### src/rtl/move_select_scan.sv
// move_select_scan: raster-scans per-direction weight tables and picks the next move by turn-dependent category priority
module move_select_scan #(
  parameter int BRD_W = 19,
  parameter int BRD_H = 19,
  parameter int NDIR = 4,
  parameter int NCAT = 9,
  parameter int FW = 3,
  parameter int RD_LAT = 1,
  parameter logic [NCAT*4-1:0] PRIO0 = 36'h438765210,
  parameter logic [NCAT*4-1:0] PRIO1 = 36'h483765210,
  parameter int DEF_X = 9,
  parameter int DEF_Y = 9,
  localparam int SW = FW + $clog2(NDIR)
) (
  input  logic                      clk,
  input  logic                      reset_n,
  input  logic                      start,
  input  logic                      abort,
  input  logic                      turn,
  output logic                      rd_req,
  output logic [4:0]                rd_x,
  output logic [4:0]                rd_y,
  input  logic [NDIR*NCAT*FW-1:0]   rd_data,
  output logic                      busy,
  output logic                      done,
  output logic                      move_found,
  output logic [4:0]                move_x,
  output logic [4:0]                move_y,
  output logic [3:0]                move_cat,
  output logic [SW-1:0]             move_weight
);
  typedef enum logic [2:0] {S_IDLE, S_SCAN, S_DRAIN, S_PICK, S_DONE} state_t;
  state_t state, state_nx;
  logic [4:0] cx, cy;
  logic turn_q, last, accept;
  logic [RD_LAT-1:0] tag_v;
  logic [4:0] tag_x [RD_LAT];
  logic [4:0] tag_y [RD_LAT];
  logic [SW-1:0] max_w [NCAT];
  logic [4:0] loc_x [NCAT];
  logic [4:0] loc_y [NCAT];
  logic [SW-1:0] sums [NCAT];
  logic pick_found;
  logic [3:0] pick_cat, p_cat;
  logic [SW-1:0] pick_w;
  logic [4:0] pick_x, pick_y;
  assign last = cx == 5'(BRD_W - 1) && cy == 5'(BRD_H - 1);
  assign accept = state == S_IDLE && start && !abort;
  assign rd_req = state == S_SCAN;
  assign rd_x = cx;
  assign rd_y = cy;
  assign busy = state != S_IDLE;
  assign done = state == S_DONE;
  always_comb begin
    state_nx = abort ? S_IDLE :
               state == S_IDLE  ? (start ? S_SCAN : S_IDLE) :
               state == S_SCAN  ? (last ? S_DRAIN : S_SCAN) :
               state == S_DRAIN ? (tag_v == '0 ? S_PICK : S_DRAIN) :
               state == S_PICK  ? S_DONE : S_IDLE;
  end
  always_comb begin
    for (int k = 0; k < NCAT; k++) begin
      sums[k] = '0;
      for (int d = 0; d < NDIR; d++)
        sums[k] = sums[k] + SW'(rd_data[(d*NCAT+k)*FW +: FW]);
    end
  end
  always_comb begin
    pick_found = 1'b0;
    pick_cat = '0;
    pick_w = '0;
    pick_x = 5'(DEF_X);
    pick_y = 5'(DEF_Y);
    p_cat = '0;
    for (int j = 0; j < NCAT; j++) begin
      p_cat = turn_q ? PRIO1[j*4 +: 4] : PRIO0[j*4 +: 4];
      if (int'(p_cat) < NCAT && max_w[p_cat] != '0) begin
        pick_found = 1'b1;
        pick_cat = p_cat;
        pick_w = max_w[p_cat];
        pick_x = loc_x[p_cat];
        pick_y = loc_y[p_cat];
      end
    end
  end
  always_ff @(posedge clk or negedge reset_n) begin
    if (!reset_n) begin
      state <= S_IDLE;
      cx <= '0;
      cy <= '0;
      turn_q <= 1'b0;
      tag_v <= '0;
      for (int i = 0; i < RD_LAT; i++) begin
        tag_x[i] <= '0;
        tag_y[i] <= '0;
      end
      for (int k = 0; k < NCAT; k++) begin
        max_w[k] <= '0;
        loc_x[k] <= '0;
        loc_y[k] <= '0;
      end
      move_found <= 1'b0;
      move_x <= 5'(DEF_X);
      move_y <= 5'(DEF_Y);
      move_cat <= '0;
      move_weight <= '0;
    end else begin
      state <= state_nx;
      tag_v[0] <= rd_req && !abort;
      tag_x[0] <= cx;
      tag_y[0] <= cy;
      for (int i = 1; i < RD_LAT; i++) begin
        tag_v[i] <= tag_v[i-1] && !abort;
        tag_x[i] <= tag_x[i-1];
        tag_y[i] <= tag_y[i-1];
      end
      if (accept) begin
        turn_q <= turn;
        cx <= '0;
        cy <= '0;
      end else if (state == S_SCAN) begin
        cx <= cx == 5'(BRD_W - 1) ? '0 : cx + 5'd1;
        cy <= cx == 5'(BRD_W - 1) ? (cy == 5'(BRD_H - 1) ? '0 : cy + 5'd1) : cy;
      end
      for (int k = 0; k < NCAT; k++) begin
        if (accept) begin
          max_w[k] <= '0;
          loc_x[k] <= '0;
          loc_y[k] <= '0;
        end else if (tag_v[RD_LAT-1] && sums[k] > max_w[k]) begin
          max_w[k] <= sums[k];
          loc_x[k] <= tag_x[RD_LAT-1];
          loc_y[k] <= tag_y[RD_LAT-1];
        end
      end
      if (state == S_PICK && !abort) begin
        move_found <= pick_found;
        move_x <= pick_x;
        move_y <= pick_y;
        move_cat <= pick_cat;
        move_weight <= pick_w;
      end
    end
  end
endmodule

### config.mk
export PLATFORM = sky130hd
export DESIGN_NAME = move_select_scan
export DESIGN_NICKNAME = d
export VERILOG_FILES = /design/src/rtl/move_select_scan.sv
export SDC_FILE = /design/constraint.sdc
export NUM_CORES = 1
export LEC_CHECK = 0
export ABC_CLOCK_PERIOD_IN_PS = 6190
export CORE_ASPECT_RATIO = 0.5
export CORE_MARGIN = 3
export CORE_UTILIZATION = 28
export CTS_BUF_LIST = sky130_fd_sc_hd__clkbuf_8 sky130_fd_sc_hd__clkbuf_16
export DETAILED_ROUTE_END_ITERATION = 8
export GPL_ROUTABILITY_DRIVEN = 0
export HOLD_SLACK_MARGIN = 0.05
export SETUP_SLACK_MARGIN = 0.3
export SYNTH_ARGS = -nofsm -noshare
export SYNTH_HDL_FRONTEND = slang
export SYNTH_SLANG_ARGS = --single-unit
export TNS_END_PERCENT = 20
### constraint.sdc
create_clock -name clk -period 6.19 [get_ports clk]
set_input_delay 0.619 -clock clk [delete_from_list [all_inputs] [get_ports clk]]
set_output_delay 0.619 -clock clk [all_outputs]
set_load 0.01 [all_outputs]
==> flow_summary.toml, run 1 <==
[outcome]
status = "complete, no violations"

[floorplan]
die_h_um = 155.1
io_pins = 146
die_x_um = 304.2
core_area_mm2 = 0.04290
std_cell_rows = 53
fp.dieArea_mm2 = 0.04718
start_util_pct = 29.02

[synth]
netlist_area_mm2 = 0.01245
synth_area_leaders = "dfrtp_1, fa_1, ha_1"
postSynthAreaPerCell_um2 = 9.229
synthCells = 1349
synth-compound-area-share_pct = 19.94
synth_top_area_share_pct = 35.38
syn_nets = 1601
yosys.area_share.simple_pct = 13.58
muxShareOfSynthArea_pct = 3.538
ys_ff_latch = 180
synth_top_cell_by_area = "dfrtp_1"
ys_types = 73
synth_top_family_by_area = "compound AO/OA/AOI/OAI gates"
yosys.area_share.xor_xnor_pct = 1.055
ys_dominant_reg_cell = "dfrtp_1"
synth_warnings = 0
synth_edf_count = 0
synth-seq-area-share_pct = 36.22
synthAdderAreaFrac_pct = 17.23
async_reset_ff_share_pct = 100.0

[sta]
grt_setup_unrepaired = "false"
fin_tns_setup_ns = 0
clock_skew_ns = 0.01143
finalCritPeriodShare_pct = 70.88
whs_ns = 0.2805
clock.fmax_mhz = 227.9
slew_violations = 0
max-slew-margin-rel_pct = 16.47
worst_pin_slew_ns = 1.253
setup_viol = 0
hold_viol_final = 0
period_needed_ns = 4.387

[critical_path]
crit_family = "adder cells"
critical_path_peak_fanout = 15
start_kind = "input port"
required_ns = 6.57
cp_common_cell = "fa_1"
setup.worst_path.class = "in -> reg"
cp_data_arrival_time_ns = 4.76
path_buf_inv = 3
end_kind = "register"
timing.critical_path.cells = "clkdlybuf4s50_1 > inv_1 > fa_1 > fa_1 > inv_1 > ha_1 > fa_1 > xor2_1 > ha_1 > nand3_1 > o221ai_1 > o21ai_0 > a21oi_1"
crit_path_max_incr_delay_ns = 0.96
crit_slowest_cell = "o221ai_1"

[grt]
grt_pass1_wl_um = 59350
grt_usage_pct = 15.90
antenna_found_initial = 0
grt_pass1_vias = 10316
grt_overflow = 0
grt_start_max_net_pins = 181

[drt]
vias_per_cell = 5.237
met3_length_um = 2750
first_iter_violations = 938
ant_nets = 0
vias = 10699
met2WireLength_um = 17240
finalWirelength_um = 37850
drt-pass1-iter-count = 5
drc_errors = 0
met1Wirelength_um = 16760
routedWlPerCell_um = 18.53
top_layer_used = "met4"

[cts]
post_cts_buffers = 0
cts_buffers = 17
cts_resized = 0
clkLatencyLatePin_ns = 0.45
cts_tree = "done"
clock_sinks = 180
cts.reportedPaths.clkPinSlew_ns = 0.08
clockBufferDepth = 2
root_buffer = "clkbuf_16"
ctsHtreeMaxLevel = 4
cts_hold_buf = 0

[worst_hold_path]
hold_class = "in -> async"

[layout]
area_delta_synth_final_pct = 20.16
drive_above_1_share_pct = 5.734
fin_nets = 1704

[place]
hpwl_um = 27370
portBuffers = 145

[power]
vdd_ir_drop_max_uv = 250.5
power.leakage_uw = 0.006913
p_per_area_mw_per_mm2 = 444.1

[run]
drv_cap = 0
[cell type report]
| cell class | count | area, µm² |
|---|---|---|
| fill | 4398 | 27950 |
| inverter | 180 | 675.6 |
| sequential | 180 | 4509 |
| timing repair buffer | 157 | 1555 |
| tap | 577 | 721.9 |
| clock buffer | 18 | 439.2 |
| multi-input combinational | 916 | 6902 |
| antenna | 1 | 2.502 |
| clock inverter | 14 | 153.9 |
[flip-flops by register name, summed over array words and instances (netlist names)]
| name | count |
|---|---|
| turn_q | 1 |
| move_x | 5 |
| move_weight | 5 |
| max_w | 45 |
| rd_x | 5 |
| rd_y | 5 |
| tag_x | 5 |
| loc_y | 45 |
| tag_y | 5 |
| move_cat | 4 |
| move_found | 1 |
| move_y | 5 |
| state | 3 |
| loc_x | 45 |
| tag_v | 1 |
[cells in the final DEF (no fill, tap or decap), types with 44 or more instances in the layout]
cell type / n
a21oi_1: 112
clkdlybuf4s50_1: 144
dfrtp_1: 176
fa_1: 54
ha_1: 85
inv_1: 181
mux2i_1: 44
nand2_1: 92
nand3_1: 103
o21ai_0: 108
[cells in the mapped netlist, drive strengths merged, types with 3 or more instances]
cell type,number
o21ai,111
mux2i,44
or4,5
nand2,93
a2bb2oi,9
dfstp,4
o41ai,10
inv,180
dfrtp,176
a22oi,3
a21o,29
and3,33
o211ai,6
o2111ai,13
buf,13
nand4bb,3
nor2,37
a311oi,4
a21oi,113
xor2,15
nand2b,5
clkbuf,58
a311o,6
nand3,103
o221ai,11
o221a,6
nor2b,5
a221oi,4
a211oi,10
a31oi,7
and2,4
o21a,4
nor4,5
o2bb2ai,7
fa,54
a221o,17
ha,85
nor3,34
nand4,3
[kinds of logic after synthesis]
group / Yosys count
compound gates: 382
simple gates: 336
buf+inv: 253
flops: 180
fa+ha+maj: 139
mux: 44
xor+xnor: 15
[per-stage QoR]
step | utilization, % | instance area, µm² | instances | power (µW) | worst slack (ns)
CTS | 34.86 | 14960 | 2042 | 6579 | 1.862
global placement | 33.48 | 14360 | 2010 | 5431 | 1.444
detailed placement | 33.48 | 14360 | 2010 | 5450 | 1.382
global route | 34.86 | 14960 | 2042 | 7113 | 1.496
finish | 34.87 | 14960 | 2043 | 6644 | 1.803
floorplan | - | 12450 | 1349 | 4303 | 2.222
[where the power goes]
group	internal, µW	switching [µW]	leakage (µW)	total, µW
registers	1480	413	0.00243	1900
clock network	611	509	0.000283	1120
logic	1270	2350	0.00420	3630
[per-layer routing]
layer	vias to the layer above	GRT usage [%]
met5	-	0
li1	4967	-
met1	5357	22.24
met3	52	3.319
met4	0	5.272
met2	323	24.56
[final timing paths]
kind,from,to,slack [ns],depth (start not counted)
min in group clk,rd_y[3],tag_y[3],0.48,0
worst min-delay path,reset_n,rd_x[1],0.28,2
max in group asynchronous,reset_n,max_w[3],5.11,2
worst min register to register,rd_y[3],tag_y[3],0.48,0
worst max-delay path,rd_data[25],loc_y[3],1.80,13
worst max register to register,state[2],move_y[1],3.06,6
Power figures use the tool's default switching activity.
==> run 2: changes to the inputs <==
Settings changed: ABC_CLOCK_PERIOD_IN_PS 6190 to 3720.
Clock period 6.19 ns to 3.72 ns, I/O delays scaled along.
==> flow_summary.toml, run 2 (same netlist as run 1, synthesis figures left out) <==
[outcome]
status = "complete, no violations"

[power]
power_frac_comb_pct = 61.6
power_uw = 13320
clockPowerShare_pct = 14.5
vdd_ir_drop_max_uv = 479.7
seqPwrFrac_pct = 23.9
p_sw_uw = 6291
swShare_pct = 47.24
power.leakage_uw = 0.007816
p_per_area_mw_per_mm2 = 787.2
p_int_uw = 7025

[cts]
clock_sinks = 180
cts.reportedPaths.clkPinSlew_ns = 0.07
clockBufferDepth = 2
clkLatencyLatePin_ns = 0.45
ctsHtreeMaxLevel = 4
cts_buffers = 17
root_buffer = "clkbuf_16"
cts_tree = "done"

[critical_path]
cp_data_arrival_time_ns = 3.70
setup.worst_path.class = "in -> reg"
start_kind = "input port"
critical_path_peak_fanout = 5
end_kind = "register"
r2r_start = "max_w[4]"
setup.worst_path.start = "rd_data[79]"
required_ns = 4.02

[layout]
fin_cells = 2161
insertedDiodeCount = 0
final_cell_mix = "dfrtp_1, inv_1, clkdlybuf4s50_1, nand3_1, a21oi_1"
utilization_pct = 39.43
fin_nets = 1823
drive_above_1_share_pct = 21.65
mostFrequentLayoutCell = "dfrtp_1"
area_delta_synth_final_pct = 35.88
nFillCells = 4190
reg_top3 = "loc_x (45), loc_y (45), max_w (45)"

[sta]
clock_skew_ns = 0.007803
period_needed_ns = 3.393
clock.fmax_mhz = 294.7
whs_ns = 0.4611
max-slew-margin-rel_pct = 15.25
worst_pin_slew_ns = 1.271
hold_viol_final = 0
setup_viol = 0
slew_violations = 0
grt_setup_unrepaired = "true"
final.setup.worst_slack_ns = 0.3272
finalCritPeriodShare_pct = 91.21

[worst_hold_path]
worstHoldStart = "rd_y[4]"
hold_class = "reg -> reg"

[drt]
vias_per_cell = 5.217
routedWlPerCell_um = 18.67
drt-pass1-iter-count = 7
ant_nets = 0
vias = 11274
finalWirelength_um = 40340
first_iter_violations = 1040
drc_errors = 0

[floorplan]
core_area_mm2 = 0.04290
die_x_um = 304.2
io_pins = 146
fp.dieArea_mm2 = 0.04718
die_h_um = 155.1
std_cell_rows = 53
start_util_pct = 29.02

[grt]
grt_pass1_vias = 10944
grt_pass1_wl_um = 63080
antenna_found_initial = 2
grt_start_max_net_pins = 90
grt_overflow = 0
grt_usage_pct = 16.83

[run]
drv_cap = 0

[place]
portBuffers = 145
place_inst = 2091
hpwl_um = 28840
pre_cts_slack_ns = -0.2993
==> run 2: changes by cell type in the layout (fill, tap and decap cells not counted), sizes merged <==
cell | before | now
diode | 1 | 0
clkbuf | 18 | 20
clkinvlp | 4 | 2
dlygate4sd3 | 0 | 1
bufinv | 2 | 3
clkinv | 3 | 4
dlygate4sd2 | 0 | 19
dlymetal6s2s | 0 | 19
clkdlybuf4s15 | 0 | 3
buf | 13 | 129
clkdlybuf4s50 | 144 | 103
==> run 2: area by class of cell <==
type	count	area, µm²	area share (%)
multi-input cells	916	7644	45.18
repair buffers	276	2751	16.26
clock buffers	18	439.2	2.596
flip-flops and latches	180	4509	26.66
well taps	577	721.9	4.268
clock inverters	14	175.2	1.036
inverters	180	675.6	3.994
==> run 2: per-layer routing <==
metal	routed length, µm	vias to the layer above	GRT usage [%]
met5	13	-	0
met4	1139	2	5.638
met3	2895	70	3.428
met2	18710	365	26.20
met1	17580	5624	23.42
li1	-	5213	-
==> run 2: worst max-delay path: stages <==
cell and delay, ns:
clkdlybuf4s50_1 0.45, inv_1 0.05, fa_1 0.49, fa_1 0.51, inv_2 0.05, ha_4 0.16, fa_2 0.42, xor2_4 0.18
ha_4 0.29, nand3_2 0.10, o221a_2 0.26, buf_4 0.15, a21oi_1 0.16, nor3_1 0.07
==> run 2: power by group through the flow <==
stage / Combinational (µW) / Clock [µW] / Sequential, µW
global route: 8910 / 2040 / 3240
floorplan: 4420 / 0 / 2870
detailed placement: 6750 / 0 / 3150
finish: 8210 / 1930 / 3180
CTS: 7430 / 1950 / 3130
global placement: 6700 / 0 / 3160
==> run 2: per-stage QoR <==
stage	instance area [µm²]	setup TNS [ns]
after floorplan	12530	0
after global placement	15140	-25.75
after detailed placement	15140	-30.91
after CTS	16270	0
after global routing	16920	0
final	16920	0
==> run 2: final timing paths <==
| check | cells after the start | slack (ns) | end |
|---|---|---|---|
| worst max-delay path | 14 | 0.33 | max_w[3] |
| worst min-delay path | 0 | 0.46 | tag_y[4] |
| worst max register to register | 6 | 0.95 | move_cat[0] |
| worst min register to register | 0 | 0.46 | tag_y[4] |
| max in group asynchronous | 3 | 2.24 | move_y[0] |
| min in group asynchronous | 2 | 0.58 | max_w[25] |
==> run 2: what timing repair did <==
item | CTS | global route
setup buffers | 15 | 10
hold buffers | 1 | 0
pin swaps | 92 | 90
endpoints found under the setup margin | 127 | 135
hold endpoints to repair | 38 | 0
cloned | 10 | 2
gates resized for setup | 125 | 171
